==> src/rtl/cache_slot_allocator_if.sv <==
// Client-facing bundle of the cache slot allocator: allocation handshake,
// slot release, flush and occupancy status.
interface cache_slot_allocator_if #(
  parameter int unsigned SLOTS = 20,
  parameter int unsigned IDX_W = 5,
  parameter int unsigned REQ   = 4
);
  logic [REQ-1:0]   alloc_req;
  logic [REQ-1:0]   alloc_gnt;
  logic [IDX_W-1:0] alloc_idx;
  logic             free_valid;
  logic [IDX_W-1:0] free_idx;
  logic             flush;
  logic [SLOTS-1:0] avail_mask;
  logic [IDX_W:0]   avail_count;
  logic             full;
  logic             err_free;

  // Client side: requests, releases and flush.
  modport master (
    output alloc_req, free_valid, free_idx, flush,
    input  alloc_gnt, alloc_idx, avail_mask, avail_count, full, err_free
  );

  // Allocator side.
  modport slave (
    input  alloc_req, free_valid, free_idx, flush,
    output alloc_gnt, alloc_idx, avail_mask, avail_count, full, err_free
  );
endinterface

==> src/rtl/cache_slot_allocator.sv <==
// Cache slot allocator: owns slot occupancy, grants the lowest free slot to
// a round-robin winner each cycle, and accepts releases and a global flush.
module cache_slot_allocator #(
  parameter int unsigned SLOTS = 20,
  parameter int unsigned IDX_W = 5,
  parameter int unsigned REQ   = 4
) (
  input logic                   clk,
  input logic                   rst_n,
  cache_slot_allocator_if.slave bus
);
  localparam int unsigned RrW  = (REQ > 1) ? $clog2(REQ) : 1;
  localparam int unsigned CntW = IDX_W + 1;

  logic [SLOTS-1:0] avail_q, avail_d;
  logic [CntW-1:0]  count_q, count_d;
  logic [RrW-1:0]   rr_q, rr_d;
  // The registered grant doubles as last_gnt: they are always equal.
  logic [REQ-1:0]   gnt_q, gnt_d;
  logic [IDX_W-1:0] idx_q, idx_d;
  logic             full_q, full_d;
  logic             err_q, err_d;

  logic [REQ-1:0]   eligible;
  logic             win_found;
  logic [RrW-1:0]   win_idx;
  logic             slot_found;
  logic [IDX_W-1:0] slot_idx;
  logic             free_ok;
  logic             do_grant;

  // A requester just granted is skipped for one edge so it can drop its request.
  assign eligible = bus.alloc_req & ~gnt_q;

  // Round-robin winner: first eligible requester starting at rr_q.
  always_comb begin
    win_found = 1'b0;
    win_idx   = '0;
    for (int unsigned i = 0; i < REQ; i++) begin
      if (!win_found && eligible[RrW'((32'(rr_q) + i) % REQ)]) begin
        win_found = 1'b1;
        win_idx   = RrW'((32'(rr_q) + i) % REQ);
      end
    end
  end

  // Lowest-indexed available slot from the pre-edge mask.
  always_comb begin
    slot_found = 1'b0;
    slot_idx   = '0;
    for (int unsigned s = 0; s < SLOTS; s++) begin
      if (!slot_found && avail_q[IDX_W'(s)]) begin
        slot_found = 1'b1;
        slot_idx   = IDX_W'(s);
      end
    end
  end

  // Next state: flush overrides; otherwise grant and release both apply,
  // and a slot freed this edge is only allocatable from the next one.
  always_comb begin
    free_ok  = bus.free_valid && (32'(bus.free_idx) < SLOTS) && !avail_q[bus.free_idx];
    do_grant = win_found && slot_found && (count_q != '0);
    avail_d  = avail_q;
    count_d  = count_q;
    rr_d     = rr_q;
    gnt_d    = '0;
    idx_d    = idx_q;
    err_d    = 1'b0;
    if (bus.flush) begin
      avail_d = '1;
      count_d = CntW'(SLOTS);
    end else begin
      if (do_grant) begin
        avail_d[slot_idx] = 1'b0;
        gnt_d[win_idx]    = 1'b1;
        idx_d             = slot_idx;
        rr_d              = RrW'((32'(win_idx) + 1) % REQ);
      end
      if (free_ok) begin
        avail_d[bus.free_idx] = 1'b1;
      end
      err_d   = bus.free_valid && !free_ok;
      count_d = count_q - CntW'(do_grant) + CntW'(free_ok);
    end
    full_d = (count_d == '0);
  end

  // State and output registers.
  always_ff @(posedge clk or negedge rst_n) begin
    if (!rst_n) begin
      avail_q <= '1;
      count_q <= CntW'(SLOTS);
      rr_q    <= '0;
      gnt_q   <= '0;
      idx_q   <= '0;
      full_q  <= 1'b0;
      err_q   <= 1'b0;
    end else begin
      avail_q <= avail_d;
      count_q <= count_d;
      rr_q    <= rr_d;
      gnt_q   <= gnt_d;
      idx_q   <= idx_d;
      full_q  <= full_d;
      err_q   <= err_d;
    end
  end

  assign bus.alloc_gnt   = gnt_q;
  assign bus.alloc_idx   = idx_q;
  assign bus.avail_mask  = avail_q;
  assign bus.avail_count = count_q;
  assign bus.full        = full_q;
  assign bus.err_free    = err_q;
endmodule

==> src/flat_wrapper.sv <==
// flat-port wrapper written by rule: the top's interface ports become plain ports
module cache_slot_allocator_flat 
#(
  parameter int unsigned SLOTS = 20,
  parameter int unsigned IDX_W = 5,
  parameter int unsigned REQ   = 4
)
  (clk, rst_n, bus_alloc_req, bus_free_valid, bus_free_idx, bus_flush, bus_alloc_gnt, bus_alloc_idx, bus_avail_mask, bus_avail_count, bus_full, bus_err_free);
  cache_slot_allocator_if #(.SLOTS(SLOTS), .IDX_W(IDX_W), .REQ(REQ)) bus_i ();
  input logic clk;
  input logic rst_n;
  input wire logic [$bits(bus_i.alloc_req)-1:0] bus_alloc_req;
  input wire logic [$bits(bus_i.free_valid)-1:0] bus_free_valid;
  input wire logic [$bits(bus_i.free_idx)-1:0] bus_free_idx;
  input wire logic [$bits(bus_i.flush)-1:0] bus_flush;
  output wire logic [$bits(bus_i.alloc_gnt)-1:0] bus_alloc_gnt;
  output wire logic [$bits(bus_i.alloc_idx)-1:0] bus_alloc_idx;
  output wire logic [$bits(bus_i.avail_mask)-1:0] bus_avail_mask;
  output wire logic [$bits(bus_i.avail_count)-1:0] bus_avail_count;
  output wire logic [$bits(bus_i.full)-1:0] bus_full;
  output wire logic [$bits(bus_i.err_free)-1:0] bus_err_free;
  assign bus_i.alloc_req = bus_alloc_req;
  assign bus_i.free_valid = bus_free_valid;
  assign bus_i.free_idx = bus_free_idx;
  assign bus_i.flush = bus_flush;
  assign bus_alloc_gnt = bus_i.alloc_gnt;
  assign bus_alloc_idx = bus_i.alloc_idx;
  assign bus_avail_mask = bus_i.avail_mask;
  assign bus_avail_count = bus_i.avail_count;
  assign bus_full = bus_i.full;
  assign bus_err_free = bus_i.err_free;
  cache_slot_allocator #(.SLOTS(SLOTS), .IDX_W(IDX_W), .REQ(REQ)) u_core (.clk(clk), .rst_n(rst_n), .bus(bus_i));
endmodule
==> config.mk <==
export PLATFORM = sky130hd
export DESIGN_NAME = cache_slot_allocator_flat
export DESIGN_NICKNAME = d
export VERILOG_FILES = /design/src/rtl/cache_slot_allocator_if.sv /design/src/rtl/cache_slot_allocator.sv /design/src/flat_wrapper.sv
export SDC_FILE = /design/constraint.sdc
export NUM_CORES = 1
export LEC_CHECK = 0
export ABC_AREA = 0
export ABC_CLOCK_PERIOD_IN_PS = 2900
export BUFFER_PORTS_ARGS = -buffer_cell sky130_fd_sc_hd__buf_2
export CORE_MARGIN = 1.5
export CORE_UTILIZATION = 42
export CTS_CLUSTER_SIZE = 14
export DETAILED_ROUTE_END_ITERATION = 7
export PLACE_DENSITY = 0.65
export REMOVE_ABC_BUFFERS = 1
export SLEW_MARGIN = 20
export SYNTH_ARGS = -nofsm -noshare
export SYNTH_HDL_FRONTEND = slang
export SYNTH_SLANG_ARGS = --single-unit
export TNS_END_PERCENT = 100
==> constraint.sdc <==
create_clock -name clk -period 2.9 [get_ports clk]
set_input_delay 0.145 -clock clk [delete_from_list [all_inputs] [get_ports clk]]
set_output_delay 0.145 -clock clk [all_outputs]
set_load 0.01 [all_outputs]
=== Word-level counts from Yosys, hierarchy flattened ===
Cells that the tools add are included.

* Logic and storage cells: 158
* RAM bits: 0
* Memories: 0
* Bits in latches: 0
* Input port bits: 13
* ROM bits: 0
* Flip-flop bits (word level): 39

* Equality and inequality tests: 0
* Mux-type cells: 71
* Shifts and indexed selects: 0
* Divide/modulo/power cells: 0
* Add/subtract/negate cells: 6
* Bitwise operators: 6
* Multipliers: 0
* Order comparisons: 11
* Reductions and logical operators: 57

{| class="wikitable"
|+ Operators by type and width
! operator !! count
|-
| two-way mux 20 bit || 4
|-
| two-way mux 4 bit || 10
|-
| two-way mux 1 bit || 34
|-
| logical AND 1 bit || 30
|-
| logical NOT 1 bit || 24
|-
| bitwise AND 20 bit || 1
|-
| two-way mux 5 bit || 4
|-
| inverter 20 bit || 1
|-
| bitwise OR 20 bit || 1
|-
| less-than comparator 2 x 3 -> 1 bit (second input constant) || 5
|-
| less-than comparator 5 x 6 -> 1 bit (second input constant) || 2
|-
| two-way mux 2 bit || 6
|-
| two-way mux 3 bit || 4
|-
| demux 1 bit (select 5 bit) || 2
|-
| >= comparator 5 x 1 -> 1 bit (second input constant) || 2
|-
| binary-select mux 1 bit (select 2 bit) || 4
|-
| adder 6 x 1 -> 6 bit || 1
|-
| logical NOT 6 bit || 1
|-
| two-way mux 6 bit || 1
|-
| nonzero test 6 bit || 1
|-
| subtractor 6 x 1 -> 6 bit || 1
|-
| binary-select mux 1 bit (select 5 bit) || 1
|-
| less-than comparator 5 bit (second input constant) || 1
|-
| adder 2 x 1 -> 2 bit (second input constant) || 2
|-
| other kinds (7) || 8
|}

=== Depth between registers and ports, before layout ===
Gate-level depths: netlist of run 1.

* Depth in word-level cells: 69
* Mapped depth: 16

=== Least setup slack after synthesis of run 1 ===
Ideal clock, no wire load.

* Kind: register to register
* From: reg u_core.avail_q[4], in the netlist u_core.bus.avail_mask[4]
* To: reg u_core.full_q, in the netlist u_core.bus.full
* Arrival: 2.739 ns
* Setup time: 0.120 ns
* Setup slack: 0.041 ns
* Cell stages (with the launch flop): 15
* Clock period less this slack: 2.859 ns
* Cells stage by stage: dfstp_2 > nor4_2 > nand4_1 > o21ai_2 > inv_2 > ha_1 > inv_1 > ha_1 > fa_1 > a21oi_1 > o21bai_1 > xnor2_1 > nand2b_1 > nor2_1 > and3_1

* Cells in the longest elaborated chain, start to end: 53

{| class="wikitable"
|+ Ends and longest elaborated chain
! item !! line !! RTL
|-
| from (decl) || cache_slot_allocator.sv:15 || <nowiki>logic [SLOTS-1:0] avail_q, avail_d;</nowiki>
|-
| from (signal assigned) || cache_slot_allocator.sv:100 || <nowiki>avail_q <= avail_d;</nowiki>
|-
| logical AND 1 bit || cache_slot_allocator.sv:52 || <nowiki>if (!slot_found && avail_q[IDX_W'(s)]) begin</nowiki>
|-
| two-way mux 1 bit || cache_slot_allocator.sv:52 ||
|-
| logical NOT 1 bit || cache_slot_allocator.sv:52 ||
|-
| logical AND 1 bit || cache_slot_allocator.sv:52 ||
|-
| two-way mux 1 bit || cache_slot_allocator.sv:52 ||
|-
| logical NOT 1 bit || cache_slot_allocator.sv:52 ||
|-
| logical AND 1 bit || cache_slot_allocator.sv:52 ||
|-
| two-way mux 1 bit || cache_slot_allocator.sv:52 ||
|-
| [38 not listed] || - ||
|-
| two-way mux 1 bit || cache_slot_allocator.sv:52 ||
|-
| logical AND 1 bit (2 in a row) || cache_slot_allocator.sv:63 || <nowiki>do_grant = win_found && slot_found && (count_q != '0);</nowiki>
|-
| subtractor 6 x 1 -> 6 bit || cache_slot_allocator.sv:84 || <nowiki>count_d = count_q - CntW'(do_grant) + CntW'(free_ok);</nowiki>
|-
| adder 6 x 1 -> 6 bit * || cache_slot_allocator.sv:84 ||
|-
| two-way mux 6 bit * || cache_slot_allocator.sv:70 || <nowiki>if (bus.flush) begin</nowiki>
|-
| named net u_core.count_d[4] || cache_slot_allocator.sv:16 || <nowiki>logic [CntW-1:0] count_q, count_d;</nowiki>
|-
| logical NOT 6 bit * || cache_slot_allocator.sv:86 || <nowiki>full_d = (count_d == '0);</nowiki>
|-
| named net u_core.full_d || cache_slot_allocator.sv:21 || <nowiki>logic full_q, full_d;</nowiki>
|-
| to (signal assigned) || cache_slot_allocator.sv:105 || <nowiki>full_q <= full_d;</nowiki>
|-
| to (decl) || cache_slot_allocator.sv:21 ||
|}

The timed path passes the listed nets; every way through them passes the cells marked *. The select of a mux whose other input is x is not followed.
A chain may end at the register's enable or synchronous reset.

=== Worst setup path after layout of run 1 ===
* From: reg u_core.count_q[2], in the netlist u_core.bus.avail_count[2]
* To: reg u_core.full_q, in the netlist u_core.bus.full

* Cells in the longest elaborated chain, start to end: 6

{| class="wikitable"
|+ Ends and longest elaborated chain
! item !! line !! RTL
|-
| from (decl) || cache_slot_allocator.sv:16 ||
|-
| from (signal assigned) || cache_slot_allocator.sv:93 || <nowiki>count_q <= CntW'(SLOTS);</nowiki>
|-
| from (signal assigned) || cache_slot_allocator.sv:101 || <nowiki>count_q <= count_d;</nowiki>
|-
| nonzero test 6 bit || cache_slot_allocator.sv:63 ||
|-
| logical AND 1 bit || cache_slot_allocator.sv:63 ||
|-
| subtractor 6 x 1 -> 6 bit * || cache_slot_allocator.sv:84 ||
|-
| adder 6 x 1 -> 6 bit * || cache_slot_allocator.sv:84 ||
|-
| two-way mux 6 bit * || cache_slot_allocator.sv:70 ||
|-
| named net u_core.count_d[4] || cache_slot_allocator.sv:16 ||
|-
| logical NOT 6 bit * || cache_slot_allocator.sv:86 ||
|-
| named net u_core.full_d || cache_slot_allocator.sv:21 ||
|}

The timed path passes the listed nets; every way through them passes the cells marked *.

==> impl_metrics.tcl, run 1 <==
set metrics [dict create \
    cp-start-kind "flip-flop" \
    syn-cell-area_um2 2520 \
    synth_top_area_frac 0.2294 \
    finalMaxSlewViolations 0 \
    crit_fanout 4 \
    crit_type "reg -> reg" \
    leakage_nw 1.352 \
    io_pins 50 \
    slew_headroom 0.4350 \
    path_cells "inv_2, ha_4, nand4bb_1, o41a_1, o21ai_2, inv_2, ha_4, inv_4, ha_4, fa_2, a21oi_2, o21bai_1, xnor2_1, nand2b_1, nor2_1, and3_1" \
    rsz0062_at_grt "yes" \
    status "complete, no violations" \
    critPathMaxStageDelay_ns 0.56 \
    vdd_ir_drop_max_uv 352.0 \
    cts_tree "done" \
    cts_root_buf "clkbuf_8" \
    crit_path_top_delay_cell "dfstp_2" \
    timing.critical_path.to_type "flip-flop" \
    coreArea_um2 5851 \
    overflow 0 \
    netlist-cell-type-count 54 \
    ys_warn_count 0 \
    synth_area_leaders "dfstp_2 23%, dfrtp_1 17%, a221o_1 6.0%" \
    maxCapViolCount 0 \
    synth-async-reset-ratio 1.000 \
    syn_inst 253 \
    clk_pin_slew_ns 0.08 \
    dieHeight_um 80.46 \
    drtIter0Drc 200 \
    num_vias 2253 \
    nFillCells 527 \
    min-delay-path-class "in -> reg" \
    avgSynthCellArea_um2 9.960 \
    fmax_mhz 350.7 \
    crit_arrival_ns 3.08 \
    setup_viol 0 \
    track_usage 0.2107 \
    cp_common_cell "ha_4" \
    finish.utilization 0.5370 \
    fin_ws_ns 0.04834 \
    whs_path_depth 2 \
    grt_pass1_vias 2133 \
    rows 28 \
    grt_start_max_net_pins 40 \
    yosysSeqAreaShare 0.3982 \
    clk_latency_ns 0.29 \
    seqCellArea_um2 1003 \
    hold_violations 0 \
    drcViolationCount 0 \
    cp_num_buf_inv 3 \
    grt_pass1_wl_um 10450 \
    r2r_setup_slack_ns 0.05 \
    min_from "bus_free_valid" \
    hpwl_um 4796 \
    die_x_um 80.46 \
    period_minus_slack_ns 2.852 \
    ant_nets 0 \
    finalWeightedCongestion 0.9787 \
    fin_nets 343 \
    wl_um 6629 \
    cts_sinks 39 \
    cts_buffer_depth 2 \
    antenna_found_initial 0 \
    cpLargestDelayFamily "adder cells" \
    multi_input_area_um2 1474 \
    r2r-start "u_core.bus.avail_count[2]" \
    drt_first_pass_iters 5 \
    dieArea_um2 6474 \
    initial_core_util 0.4307 \
    diodes 0 \
    synthTopCellsByCount "26 x nor2_1, 22 x dfstp_2, 20 x a21oi_1" \
    hold_end "u_core.bus.err_free" \
    synth_most_common_cell "nor2_1" \
    reg2regPathDepth 16 \
    worstPathRequired_ns 3.13 \
    numCtsBuffers 5 \
    skew_ns 0.004998 \
    portBuffers 49 \
    ctsHtreeMaxLevel 2 \
    tightest_slew_ns 0.8357 \
    power_density_nw_per_um2 664.8 \
    period_share 0.9833 \
    synth-main-ff-cell "dfstp_2" \
    dpl_worst_slack_ns 0.01359 \
    timing.rr.end "u_core.bus.full" \
    yosysTopAreaCell "dfstp_2" \
    ys_seq_elements 39 \
    synth-edff-count 0 \
    wl_per_cell_um 16.87 \
    syn_to_final_growth_pct 24.68 \
    drive_gt1_frac 0.3774 \
    avgViaCountPerCell 5.733 \
]
[metrics by stage]
| step | setup TNS, ns | cells | power, mW | area (um2) | hold slack (ns) |
|---|---|---|---|---|---|
| 2_1_floorplan | 0 | 245 | 1.213 | 2481 | -0.1506 |
| 4_1_cts | 0 | 391 | 2.003 | 3067 | 0.1480 |
| 3_5_place_dp | 0 | 382 | 1.444 | 2918 | 0.3033 |
| 5_1_grt | -0.07061 | 393 | 2.244 | 3142 | 0.1474 |
| 6_report | 0 | 393 | 2.089 | 3142 | 0.1558 |
| 3_3_place_gp | 0 | 382 | 1.436 | 2918 | 0.2938 |
[repair_timing]
action,CTS,global route
setup endpoints to repair,1,2
pin swaps,0,10
endpoints found under the hold margin,17,0
gates resized for setup,1,14
hold buffers,1,0
buffers inserted,0,2
[placed cells by master (no fill, tap or decap), drive strengths merged, types with 3 or more instances in the layout]
cell     n
nor3b    4
xnor2    4
dfrtp   17
nor2    26
buf     64
nand2   13
a21oi   20
ha      12
clkbuf   5
nor3     7
o21ai   10
dfstp   22
nand3    3
nor4     7
mux4     5
nand2b   9
a221o   15
and2     6
inv     17
a21o     6
nor2b   11
[per-layer routing]
| metal | vias up | track usage | wire [um] |
|---|---|---|---|
| li1 | 1061 | - | - |
| met3 | 14 | 0.02500 | 335 |
| met2 | 88 | 0.3311 | 3112 |
| met4 | 0 | 0.08448 | 115 |
| met1 | 1090 | 0.2939 | 3065 |
| met5 | - | 0 | 0 |
[where the power goes]
group | total, mW | internal (mW) | leakage, nW | switching [mW]
clock | 0.543 | 0.343 | 0.0644 | 0.200
sequential | 0.714 | 0.644 | 0.451 | 0.0701
combinational | 0.832 | 0.379 | 0.837 | 0.453
total | 2.09 | 1.37 | 1.35 | 0.723
[logic make-up after synthesis]
group	count (synthesis)	share of synthesized area
AO/OA/AOI/OAI	71	0.2036
buffers and inverters	25	0.04071
AND/OR/NAND/NOR	93	0.2185
adder cells (fa/ha/maj)	13	0.06753
multiplexers	8	0.05760
flip-flops	39	0.3982
XOR/XNOR	4	0.01390
[area by class of cell]
| class | count | area share |
|---|---|---|
| repair buffers | 65 | 0.1171 |
| clock inverters | 3 | 0.02151 |
| clock buffers | 5 | 0.02190 |
| inverters | 17 | 0.02111 |
| flip-flops and latches | 39 | 0.3194 |
| multi-input cells | 189 | 0.4691 |
| well taps | 75 | 0.02987 |
[worst reg2reg max path, cell delays in order (launching register included)]
cell and delay [ns]:
dfstp_2 0.56, inv_2 0.06, ha_4 0.15, nand4bb_1 0.12, o41a_1 0.29, o21ai_2 0.10
inv_2 0.08, ha_4 0.13, inv_4 0.03, ha_4 0.16, fa_2 0.38, a21oi_2 0.15
o21bai_1 0.09, xnor2_1 0.16, nand2b_1 0.10, nor2_1 0.08, and3_1 0.15
[sequential cells by signal, summed over array words and instances (netlist names)]
name / count
u_core.bus.alloc_idx: 5
u_core.bus.avail_count: 6
u_core.bus.err_free: 1
u_core.bus.alloc_gnt: 4
u_core.bus.full: 1
u_core.rr_q: 2
u_core.bus.avail_mask: 20
[worst max-delay path by stage]
| stage | startpoint | end | cells after the start |
|---|---|---|---|
| floorplan | u_core.bus.avail_mask[4] | u_core.bus.full | 14 |
| global placement | u_core.bus.avail_count[2] | u_core.bus.full | 16 |
| detailed placement | u_core.bus.avail_mask[12] | u_core.bus.full | 14 |
| CTS | u_core.bus.avail_count[2] | u_core.bus.full | 15 |
| global route | u_core.bus.avail_count[2] | u_core.bus.full | 16 |
| finish | u_core.bus.avail_count[2] | u_core.bus.full | 16 |
Note: power is estimated with default switching activity, not from simulation.
==> inputs of run 2 (changes only) <==
ABC_AREA = 1   (was 0)
PLACE_DENSITY = 0.64   (was 0.65)
==> run 2 against run 1 <==
  * The run now ends with negative hold slack, negative setup slack left
  * Setup slack got worse by 0.49 ns
  * Sequential share of layout area fell by 6.9 points
  * Combinational power increased to 3.6 times the previous value
  * Cell count grew 53%
  * Design area up 28%
  * Maximum frequency fell by 15%
  * First-iteration DRC count fell by 41%
  * Flip-flop and latch count stayed put
  * Critical endpoint unchanged
  * Largest cell class unchanged
  * Highest routed layer unchanged
==> impl_metrics.tcl, run 2 <==
set metrics [dict create \
    status "complete, but fails checks" \
    violations "negative hold slack, negative setup slack" \
    ys_warn_count 0 \
    hpwl_um 5997 \
    maxCapViolCount 0 \
    slew_headroom 0.4037 \
    crit_arrival_ns 3.54 \
    final_cell_mix "86 x nand2_1, 70 x buf_4, 49 x buf_2" \
    grt_pass1_vias 3154 \
    crit_fanout 2 \
    min-delay-path-class "in -> async" \
    coreArea_um2 6756 \
    drive_gt1_frac 0.3748 \
    critPathMaxStageDelay_ns 0.39 \
    dieHeight_um 86.24 \
    wl_per_cell_um 14.43 \
    finalMaxSlewViolations 0 \
    worstPathRequired_ns 3.09 \
    cpLargestDelayFamily "simple AND/OR/NAND/NOR gates" \
    wl_um 8702 \
    largest_reg_flops 20 \
    fin_nets 548 \
    drtIter0Drc 119 \
    overflow 0 \
    synth_most_common_cell "nand2_1" \
    cp_common_cell "nor2_4" \
    tightest_slew_ns 0.8944 \
    ys_seq_elements 39 \
    grt_pass1_wl_um 14810 \
    drcViolationCount 0 \
    timing.critical_path.to_type "flip-flop" \
    power_density_nw_per_um2 1088 \
    period_share 1.153 \
    num_vias 3205 \
    avgSynthCellArea_um2 7.222 \
    skew_ns 0.007540 \
    cts_sinks 39 \
    yosysTopAreaCell "dfstp_2" \
    initial_core_util 0.4307 \
    track_usage 0.2522 \
    clk_pin_slew_ns 0.08 \
    rsz0062_at_grt "yes" \
    crit_path_top_delay_cell "dfstp_2" \
    hold_ws_ns -0.02553 \
    cts_buffer_depth 2 \
    finalWeightedCongestion 0.8992 \
    io_pins 50 \
    ctsHtreeMaxLevel 2 \
    placed_cell_area_um2 3572 \
    syn_to_final_growth_pct 37.96 \
    final_cell_area_um2 4015 \
    cts_tree "done" \
    die_x_um 86.24 \
    cp-start-kind "flip-flop" \
    cts_root_buf "clkbuf_8" \
    syn_inst 403 \
    synth-edff-count 0 \
    synth-main-ff-cell "dfstp_2" \
    fin_ws_ns -0.4448 \
    antenna_found_initial 0 \
    netlist-cell-type-count 40 \
    yosysSeqAreaShare 0.3448 \
    crit_type "reg -> reg" \
    period_minus_slack_ns 3.345 \
    clk_latency_ns 0.29 \
    cp_num_buf_inv 2 \
    setup_viol 5 \
    synth_top_area_frac 0.1986 \
    syn-cell-area_um2 2910 \
    path_cells "nor2_4, nand2_4, nor2_4, nand4_4, nor2_4, nand4_4, nor2_4, nand4_4, nor2_4, nand4_4, nand2_4, inv_4, ha_4, inv_2, ha_4, fa_2, nand2_2, a21oi_2, nor2_2, o21ai_1, a21o_1, nor4_1" \
    layout_commonest_cell "nand2_1" \
    drt_first_pass_iters 4 \
    synth-async-reset-ratio 1.000 \
    diodes 0 \
    vdd_ir_drop_max_uv 484.0 \
    finish.utilization 0.5943 \
    setup-tns-final_ns -1.247 \
    avgViaCountPerCell 5.315 \
    dieArea_um2 7437 \
    synthTopCellsByCount "88 x nand2_1, 52 x inv_1, 37 x nor2_1" \
    numCtsBuffers 5 \
    synth_area_leaders "dfstp_2 20%, dfrtp_1 15%, nand2_1 11%" \
    fmax_mhz 299.0 \
    hold_violations 17 \
    dpl_worst_slack_ns -0.6575 \
    grt_start_max_net_pins 40 \
    portBuffers 49 \
    leakage_nw 2.115 \
    rows 30 \
    ant_nets 0 \
]
run 2: worst register-to-register path: stages, from the launching register on:
cell,delay [ns]
dfstp_2,0.39
nor2_4,0.13
nand2_4,0.07
nor2_4,0.12
nand4_4,0.11
nor2_4,0.13
nand4_4,0.11
nor2_4,0.13
nand4_4,0.10
nor2_4,0.13
nand4_4,0.10
nand2_4,0.10
inv_4,0.04
ha_4,0.24
inv_2,0.03
ha_4,0.15
fa_2,0.37
nand2_2,0.10
a21oi_2,0.06
nor2_2,0.10
o21ai_1,0.07
a21o_1,0.20
nor4_1,0.26
run 2: logic make-up (layout without fill, tap and decap cells):
kind of cell / after synthesis / after routing / share of synthesized area
buffers and inverters: 77 / 197 / 0.1092
XOR/XNOR: 2 / 2 / 0.006020
flip-flops: 39 / 39 / 0.3448
AND/OR/NAND/NOR: 203 / 203 / 0.3418
adder cells (fa/ha/maj): 13 / 13 / 0.05847
AO/OA/AOI/OAI: 69 / 69 / 0.1397
run 2: area by class of cell:
type,count,area (um2)
fillers,637,2741
multi-input cells,287,1743
flip-flops and latches,39,1005
repair buffers,124,827.0
inverters,65,249.0
well taps,80,100.1
clock buffers,7,86.33
clock inverters,1,5.005
run 2: power breakdown:
group          total, mW  switching [mW]  internal [mW]
clock network      0.384           0.192          0.192
logic               2.96            1.65           1.32
registers           1.02           0.174          0.846
run 2: metal layers:
| metal | GRT usage | up-vias | part of all wire |
|---|---|---|---|
| li1 | - | 1566 | - |
| met1 | 0.3165 | 1514 | 0.44 |
| met2 | 0.4431 | 110 | 0.49 |
| met3 | 0.04095 | 15 | 0.055 |
| met4 | 0.08211 | 0 | 0.015 |
| met5 | 0 | - | 0 |
run 2: repair_timing:
action                     4_1_cts  5_1_grt
gates resized for setup         26       18
hold buffers                     0        0
pin swaps                       21       15
setup buffers                   29        3
setup endpoints to repair        6        8
run 2: final timing paths:
path | startpoint | endpoint | slack, ns | cells past startpoint
min | rst_n | u_core.bus.avail_count[3] | -0.03 | 1
max reg2reg | u_core.bus.avail_mask[2] | u_core.bus.full | -0.44 | 22
max | u_core.bus.avail_mask[2] | u_core.bus.full | -0.44 | 22
min in group clk | bus_flush | u_core.bus.avail_count[1] | 0.14 | 2
min reg2reg | u_core.bus.alloc_idx[1] | u_core.bus.alloc_idx[1] | 0.48 | 2
max in group asynchronous | rst_n | u_core.rr_q[0] | 2.31 | 1
run 2: stage by stage:
stage	power (mW)	cells
2_1_floorplan	2.552	391
3_3_place_gp	3.520	572
3_5_place_dp	3.594	572
4_1_cts	4.237	607
5_1_grt	4.789	603
6_report	4.369	603
